## src/rtl/mux_scan_nb.sv

```systemverilog
// Registered channel selector with manual/scan capture and a one-deep output slot
// with ready/valid handoff. Scan mode walks channels round-robin from a retained pointer.

module mux_scan_nb_lane #(
   parameter int WIDTH = 4,
   parameter int SELW  = 2,
   parameter int IDX   = 0
) (
   input  logic [WIDTH-1:0] ch_data,
   input  logic [SELW-1:0]  sel_ch,
   output logic [WIDTH-1:0] lane_data
);
   // Each lane contributes its data only when selected; the top ORs all lanes.
   assign lane_data = (sel_ch == SELW'(IDX)) ? ch_data : '0;
endmodule

module mux_scan_nb #(
   parameter int WIDTH = 4,
   parameter int SELW  = 2,
   parameter int NCH   = 4
) (
   input  logic                  clk,
   input  logic                  rst,
   input  logic [NCH*WIDTH-1:0]  in_data,
   input  logic [SELW-1:0]       sel,
   input  logic                  mode,
   input  logic                  load,
   input  logic                  out_ready,
   output logic [WIDTH-1:0]      out_data,
   output logic [SELW-1:0]       out_ch,
   output logic                  out_valid,
   output logic                  scan_wrap
);

   generate
      if (NCH != 2**SELW) begin : g_bad_cfg
         $error("mux_scan_nb: NCH must equal 2**SELW");
      end
   endgenerate

   typedef enum logic {EMPTY = 1'b0, FULL = 1'b1} state_t;

   typedef struct packed {
      logic [WIDTH-1:0] data;
      logic [SELW-1:0]  ch;
   } sample_t;

   state_t                        state;
   sample_t                       smp;
   logic [SELW-1:0]               scan_ptr;
   logic [SELW-1:0]               sel_ch;
   logic [NCH-1:0][WIDTH-1:0]     lane_q;
   logic [WIDTH-1:0]              ch_data;
   logic                          slot_free;
   logic                          capture;

   assign slot_free = (state == EMPTY) || out_ready;
   assign capture   = slot_free && (mode || load);
   assign sel_ch    = mode ? scan_ptr : sel;

   genvar k;
   generate
      for (k = 0; k < NCH; k++) begin : g_lane
         mux_scan_nb_lane #(.WIDTH(WIDTH), .SELW(SELW), .IDX(k)) u_lane (
            .ch_data   (in_data[k*WIDTH +: WIDTH]),
            .sel_ch    (sel_ch),
            .lane_data (lane_q[k])
         );
      end
   endgenerate

   always_comb begin
      ch_data = '0;
      for (int i = 0; i < NCH; i++) ch_data = ch_data | lane_q[i];
   end

   // Sample registers only move on capture, so they hold through stalls and EMPTY.
   always_ff @(posedge clk) begin
      if (rst) begin
         state     <= EMPTY;
         smp       <= '0;
         scan_ptr  <= '0;
         scan_wrap <= 1'b0;
      end else begin
         scan_wrap <= 1'b0;
         if (capture) begin
            state    <= FULL;
            smp.data <= ch_data;
            smp.ch   <= sel_ch;
            if (mode) begin
               scan_ptr  <= scan_ptr + 1'b1;
               scan_wrap <= (scan_ptr == SELW'(NCH-1));
            end
         end else if (out_ready) begin
            state <= EMPTY;
         end
      end
   end

   assign out_valid = (state == FULL);
   assign out_data  = smp.data;
   assign out_ch    = smp.ch;

endmodule

```

## config.mk

```make
export PLATFORM = sky130hd
export DESIGN_NAME = mux_scan_nb
export DESIGN_NICKNAME = d
export VERILOG_FILES = /design/src/rtl/mux_scan_nb.sv
export SDC_FILE = /design/constraint.sdc
export NUM_CORES = 1
export LEC_CHECK = 0
export CELL_PAD_IN_SITES_DETAIL_PLACEMENT = 1
export CELL_PAD_IN_SITES_GLOBAL_PLACEMENT = 1
export CORE_AREA = 3 3 50 52
export CTS_CLUSTER_DIAMETER = 60
export CTS_CLUSTER_SIZE = 30
export DETAILED_ROUTE_END_ITERATION = 16
export DIE_AREA = 0 0 53 55
export GPL_ROUTABILITY_DRIVEN = 1
export PLACE_DENSITY_LB_ADDON = 0.1
export SLEW_MARGIN = 40
export SYNTH_ARGS = -nofsm -noshare
export SYNTH_HDL_FRONTEND = slang
export SYNTH_HIERARCHICAL = 1
export SYNTH_SLANG_ARGS = --single-unit
```

## constraint.sdc

```tcl
create_clock -name clk -period 2.87 [get_ports clk]
set_input_delay 0.574 -clock clk [delete_from_list [all_inputs] [get_ports clk]]
set_output_delay 0.574 -clock clk [all_outputs]
set_load 0.01 [all_outputs]
```

* After elaboration in Yosys (flattened, before gate mapping)
Cells that the tools add are included.
** Operators by class
- Bitwise operators :: 6
- Equality and inequality tests :: 4
- Reductions and logical operators :: 7
- Mux-type cells :: 7
- Add/subtract/negate cells :: 1
** Operators by type and width (count)
- $mux 4 :: 4
- $or 4x4->4 :: 3
- $eq 2x2->1 const B :: 3
- $not 1->1 :: 3
- $reduce_or 3->1 :: 1
- $add 2x1->2 const B :: 1
- $eq 2x1->1 const B :: 1
- $logic_not 2->1 :: 1
- $logic_or 1x1->1 :: 2
- $mux 1 :: 2
- $mux 2 :: 1
- $reduce_and 2->1 :: 1
- $reduce_bool 2->1 :: 1
- $logic_and 1x1->1 :: 1
** Storage, ports and cells
- Output and inout port bits :: 8
- Bits in registers :: 10
- Logic and storage cells :: 30
- Bits of input ports :: 23

* Longest topological paths before layout
Gate-level depths: netlist of the first run.
- Word-level depth :: 6
- Mapped depth :: 4
- Depth with buffers taken out :: 4

* By module
Netlist of the first run, hierarchy kept.
** Modules (own cells, without submodules)
- mux_scan_nb :: sequential area each 200.2 um^2, cells an instance 48, area each 432.9 um^2, instances 1
- mux_scan_nb_lane at g_lane[1].u_lane ... :: sequential area each 0.0 um^2, cells an instance 4, area each 35.0 um^2, instances 2
- mux_scan_nb_lane at g_lane[0].u_lane :: sequential area each 0.0 um^2, cells an instance 4, area each 30.0 um^2, instances 1
- mux_scan_nb_lane at g_lane[3].u_lane :: sequential area each 0.0 um^2, cells an instance 4, area each 25.0 um^2, instances 1

* Least setup slack after synthesis of the first run
Ideal clock, no wire load.
- Path type :: input to register
- Start point :: in mode
- End point :: reg smp (netlist bit out_data[0])
- Cell stages on the path :: 4
- Data required time :: 2.736 ns
- Arrival time :: 1.493 ns
- Path buffers :: 0
- Setup time :: 0.134 ns
- Setup slack :: 1.243 ns
- Cell sequence :: mux2_2 and3b_1 nor4_1 a211oi_1
** RTL lines
- from (decl) :: line 26 : input logic mode,
- to (decl) :: line 49 : sample_t smp;

==> results.cfg, run 1 <==
[synth]
synth_xor_area_share_pct = 0
yosys.area.top_type_share_pct = 35.9
synth_area_per_cell_um2 = 8.72
synth_top_family_by_area = simple AND/OR/NAND/NOR gates
synth-edff-count = 0
synth_fa_ha_area_share_pct = 2.24
synthSimpleGateAreaFrac_pct = 39.0
syn_nets = 88
yosys_most_used_dff = dfxtp_1
synth_area_leaders = dfxtp_1 36%, and3b_1 13%, a21oi_1 8.1%, a211oi_1 5.4%, nor3b_1 5.4%
ys_types = 22
synthesis.area_um2 = 558
netlist_instances = 64
seq_area_frac_synth_pct = 35.9
yosysWarningCount = 6
async_reset_ff_share_pct = 0
yosys-mux-area-fraction_pct = 4.04
ys_ff_latch = 10
synth_top_cell_by_area = dfxtp_1
synth_compound_area_share_pct = 15.2

[clock_tree]
cts_setup_buffers = 0
cts.sinks = 10
cts_max_path_buffers = 2
cts_max_level = 1
clk_pin_slew_ns = 0.07
cts_root_buffer = clkbuf_4
cts_tree = yes
cts_buffers = 3
cts_hold_buf = 0
ctsResizeCount = 0
clkLatencyLatePin_ns = 0.26

[worst_setup_path]
r2r_end = out_data[2]
reg2reg_slack_ns = 1.40
worst_ep_required_time_ns = 3.00
endpoint_kind = flop
rr_worst_depth = 4
crit_arrival_ns = 2.25
reg2reg_from = scan_ptr[0]
crit_type = input port to flop
critPathMaxFanout = 17
worst_setup_path_start_kind = input port

[routing]
wl_per_cell_um = 12.4
drt_iter0_drc = 1
route.detailed.drc = 0
via_per_inst = 4.88
first_pass_iters = 2
ant_nets = 0
num_vias = 600
wl_um = 1520

[placed_design]
dpl_cell_area_um2 = 877
portBuffers = 30
routabilityCongestion = 0.689
place_hpwl_um = 1200

[final_layout]
register_area_um2 = 200
area.growth.synth_to_final_pct = 63.7
final_util_pct = 42.5
drive_gt1_share_pct = 7.37
mostFrequentLayoutCell = clkdlybuf4s50_1
layout_common_cells = 30 x clkdlybuf4s50_1, 10 x dfxtp_1, 9 x a21oi_1
fill_cells = 258
layout.nets = 120
multiInputGateArea_um2 = 338
stdcell_area_um2 = 913
diodes = 0

[global_routing]
grt_pass1_vias = 601
grt.total_usage_pct = 12.0
grt_pass1_wl_um = 2560
grt_max_degree = 18
grt.overflow.total = 0
antenna_found_initial = 0

[timing]
fmax_mhz = 473
relSlewSlack_pct = 72.4
finClkSkew_ns = 0.00185
rsz0062_at_grt = no
worstMarginPinSlew_ns = 0.413
tns_ns = 0
period_needed_ns = 2.11
finalSetupViolCount = 0
min_period_over_period_pct = 73.7
hold_viol = 0
report.final.slew_viol_count = 0

[die]
die_w_um = 53
initial_core_util_pct = 26.0
die_h_um = 55
ios = 31
core_um2 = 2150
die_area_um2 = 2920
rows = 17

[job]
maxCapViolCount = 0

[hold_path]
hold_start = scan_ptr[1]
holdPathEnd = scan_ptr[1]
hp-class = flop to flop
hold_path_depth = 2

[power_and_ir_drop]
peakVddDrop_v = 0.000143
p_leak_uw = 0.000372
pwr_density_cell_nw_per_um2 = 429

[status]
status = complete, no violations
[synthesized netlist by cell type (2+ instances only)]
library cell	count
a211oi_1	4
a21oi_1	9
and3_1	4
and3b_1	8
dfxtp_1	10
mux2_2	2
nor2_1	2
nor3_1	4
nor3b_1	4
nor4_1	4
o21ai_0	2
[power breakdown]
part	switching, µW	internal [µW]
Combinational	43.0	66.1
Clock	49.1	76.9
Sequential	6.66	150
[critical path: stages]
cell             delay, ns
clkdlybuf4s50_1       0.58
mux2_2                0.48
and3b_1               0.20
nor4_1                0.29
a211oi_1              0.11
[kinds of logic after synthesis]
logic type | Yosys count
simple gates | 32
flops | 10
fa+ha+maj | 1
buf+inv | 4
compound gates | 15
mux | 2
[metal layers]
metal,track usage (%),up-vias,routed length [µm],share of wire [%]
met1,13.0,274,654,43
met5,0,-,0,0
met4,6.38,0,22,1.4
li1,-,307,-,-
met3,2.95,2,99,6.5
met2,21.7,17,748,49
[worst max-delay path by stage]
stage	slack, ns	from	to
finish	0.76	mode	out_data[2]
global route	0.66	mode	out_data[0]
CTS	0.75	mode	out_data[2]
detailed placement	0.46	mode	out_data[2]
global placement	0.50	mode	out_data[2]
floorplan	1.24	mode	out_data[0]
[stage by stage]
stage                     worst slack (ns)  hold slack, ns  total power, µW  instances
after floorplan                       1.24           0.467              212         64
after global placement               0.503           0.495              270        119
after detailed placement             0.462           0.504              272        119
after CTS                            0.745           0.517              401        123
after global routing                 0.661           0.540              422        123
final                                0.756           0.513              392        123
[state kept, by name (all words and copies together), names as in the netlist]
signal / flops
out_data: 4
scan_ptr: 2
out_valid: 1
out_ch: 2
scan_wrap: 1
[cell type report]
class | count | share of cell area (%)
clock buffers | 4 | 3.97
repair buffers | 30 | 32.9
flip-flops and latches | 10 | 21.9
inverters | 1 | 0.411
well taps | 28 | 3.84
multi-input cells | 50 | 37.0
No activity file was read; power rests on OpenSTA's default activity.
==> run 2, diff against run 1 <==
--- a/config.mk
+++ b/config.mk
@@ -7,11 +7,11 @@
 export LEC_CHECK = 0
 export CELL_PAD_IN_SITES_DETAIL_PLACEMENT = 1
 export CELL_PAD_IN_SITES_GLOBAL_PLACEMENT = 1
-export CORE_AREA = 3 3 50 52
+export CORE_AREA = 3 3 54 56
 export CTS_CLUSTER_DIAMETER = 60
 export CTS_CLUSTER_SIZE = 30
 export DETAILED_ROUTE_END_ITERATION = 16
-export DIE_AREA = 0 0 53 55
+export DIE_AREA = 0 0 57 59
 export GPL_ROUTABILITY_DRIVEN = 1
 export PLACE_DENSITY_LB_ADDON = 0.1
 export SLEW_MARGIN = 40
==> constraint.sdc (replaced) <==
create_clock -name clk -period 1.89 [get_ports clk]
set_input_delay 0.378 -clock clk [delete_from_list [all_inputs] [get_ports clk]]
set_output_delay 0.378 -clock clk [all_outputs]
set_load 0.01 [all_outputs]
==> run 2 against run 1 <==
Against the previous run:
- count of clock-buffer cells in the layout decreased by 1
- sequential power increased by 52%
- core utilization decreased by 4.0 points
- cell count increased by 4.9%
- design area increased by 4.4%
- total power increased by 42%
- setup slack got worse by 0.66 ns
- wire length increased by 2.0%
- non-clock buffer count increased by 5
- hold slack improved by 0.012 ns
- critical endpoint is now out_data[3]
- largest power group unchanged
==> results.cfg, run 2 (same netlist as run 1, synthesis figures left out) <==
[clock_tree]
ctsResizeCount = 0
clk_pin_slew_ns = 0.06
cts_max_level = 1
cts_tree = yes
cts_buffers = 3
cts_max_path_buffers = 2
cts.sinks = 10
cts_hold_buf = 0
cts_root_buffer = clkbuf_4
cts_setup_buffers = 0
clkLatencyLatePin_ns = 0.25

[timing]
relSlewSlack_pct = 74.7
rsz0062_at_grt = no
finalSetupViolCount = 0
whs_ns = 0.525
hold_viol = 0
worst_slack_ns = 0.0925
finClkSkew_ns = 0.00152
fmax_mhz = 556
worstMarginPinSlew_ns = 0.378
period_needed_ns = 1.80
report.final.slew_viol_count = 0
min_period_over_period_pct = 95.1

[status]
status = complete, no violations

[global_routing]
grt.busiest_layer = met2
use_met3_pct = 3.05
grt_pass1_vias = 590
grtUsageMet2_pct = 15.3
antenna_found_initial = 0
grt_use_met1_pct = 12.5
grt_pass1_wl_um = 2570
grt.overflow.total = 0
grt.total_usage_pct = 10.3
grt_max_degree = 18

[die]
ios = 31
die_h_um = 59
initial_core_util_pct = 22.5
die_area_um2 = 3360
rows = 18
die_w_um = 57
core_um2 = 2480

[placed_design]
place_hpwl_um = 1240
place_inst = 126
portBuffers = 30
pre_cts_ws_ns = -0.236
routabilityCongestion = 0.712

[worst_setup_path]
worst_setup_path_start_kind = input port
crit_arrival_ns = 1.97
worst_ep_required_time_ns = 2.06
critPathMaxFanout = 15
crit_type = input port to flop
endpoint_kind = flop

[final_layout]
multiInputGateArea_um2 = 352
layout.nets = 125
layout_common_cells = 30 x clkdlybuf4s50_1, 10 x dfxtp_1, 9 x a21oi_1
mostFrequentLayoutCell = clkdlybuf4s50_1
register_area_um2 = 200
largest_reg_flops = 4
drive_gt1_share_pct = 12.1
area.growth.synth_to_final_pct = 70.9
fill_cells = 310
fin_cells = 129
final_util_pct = 38.5
diodes = 0

[routing]
drt_iter0_drc = 4
wl_um = 1560
first_pass_iters = 4
via_per_inst = 4.66
num_vias = 601
route.detailed.drc = 0
ant_nets = 0
wl_per_cell_um = 12.1

[power_and_ir_drop]
p_comb_share_pct = 32.4
p_leak_uw = 0.000398
pwr_density_cell_nw_per_um2 = 584
p_switching_uw = 143
seqPwrFrac_pct = 42.9
p_sw_share_pct = 25.7
peakVddDrop_v = 0.000329
p_clk_share_pct = 24.6
p_int_uw = 414

[hold_path]
hp-class = flop to flop

[job]
maxCapViolCount = 0
run 2: changes by cell type in the layout (fill, tap and decap cells not counted):
cell,change
clkbuf_8,-1
nor4_2,+1
nor4_1,-1
mux2_2,-2
buf_4,+5
mux2_4,+2
run 2: worst max-delay path: stages:
cell             delay [ns]
clkdlybuf4s50_1        0.53
mux2_4                 0.39
buf_4                  0.16
nor3b_1                0.21
nor4_2                 0.08
a211oi_1               0.22
run 2: per-stage QoR:
stage	setup TNS [ns]	power (µW)	area [µm²]
after floorplan	0	322	558
after global placement	-0.738	422	917
after detailed placement	-0.820	423	917
after CTS	0	566	940
after global routing	0	606	953
final	0	557	953
run 2: final cells by class:
| cell class | count | share of cell area (%) |
|---|---|---|
| clock buffers | 3 | 2.36 |
| inverters | 1 | 0.394 |
| multi-input cells | 50 | 36.9 |
| flip-flops and latches | 10 | 21.0 |
| well taps | 30 | 3.94 |
| repair buffers | 35 | 35.4 |
run 2: power groups by stage:
stage,combinational [µW],sequential [µW],clock (µW)
6_report,181,239,137
5_1_grt,200,241,165
4_1_cts,180,239,147
3_5_place_dp,179,244,0
3_3_place_gp,178,244,0
2_1_floorplan,72.9,249,0
run 2: final timing paths:
| path | startpoint | end | slack [ns] | cells past startpoint |
|---|---|---|---|---|
| setup / recovery | mode | out_data[3] | 0.09 | 6 |
| hold / removal | scan_ptr[0] | scan_ptr[0] | 0.52 | 2 |
| setup reg to reg | scan_ptr[0] | out_data[3] | 0.47 | 5 |
| hold reg to reg | scan_ptr[0] | scan_ptr[0] | 0.52 | 2 |
run 2: layer usage:
metal / up-vias / part of all wire [%]
met1: 267 / 46
met2: 18 / 46
li1: 314 / -
met5: - / 0
met3: 2 / 6.6
met4: 0 / 1.7
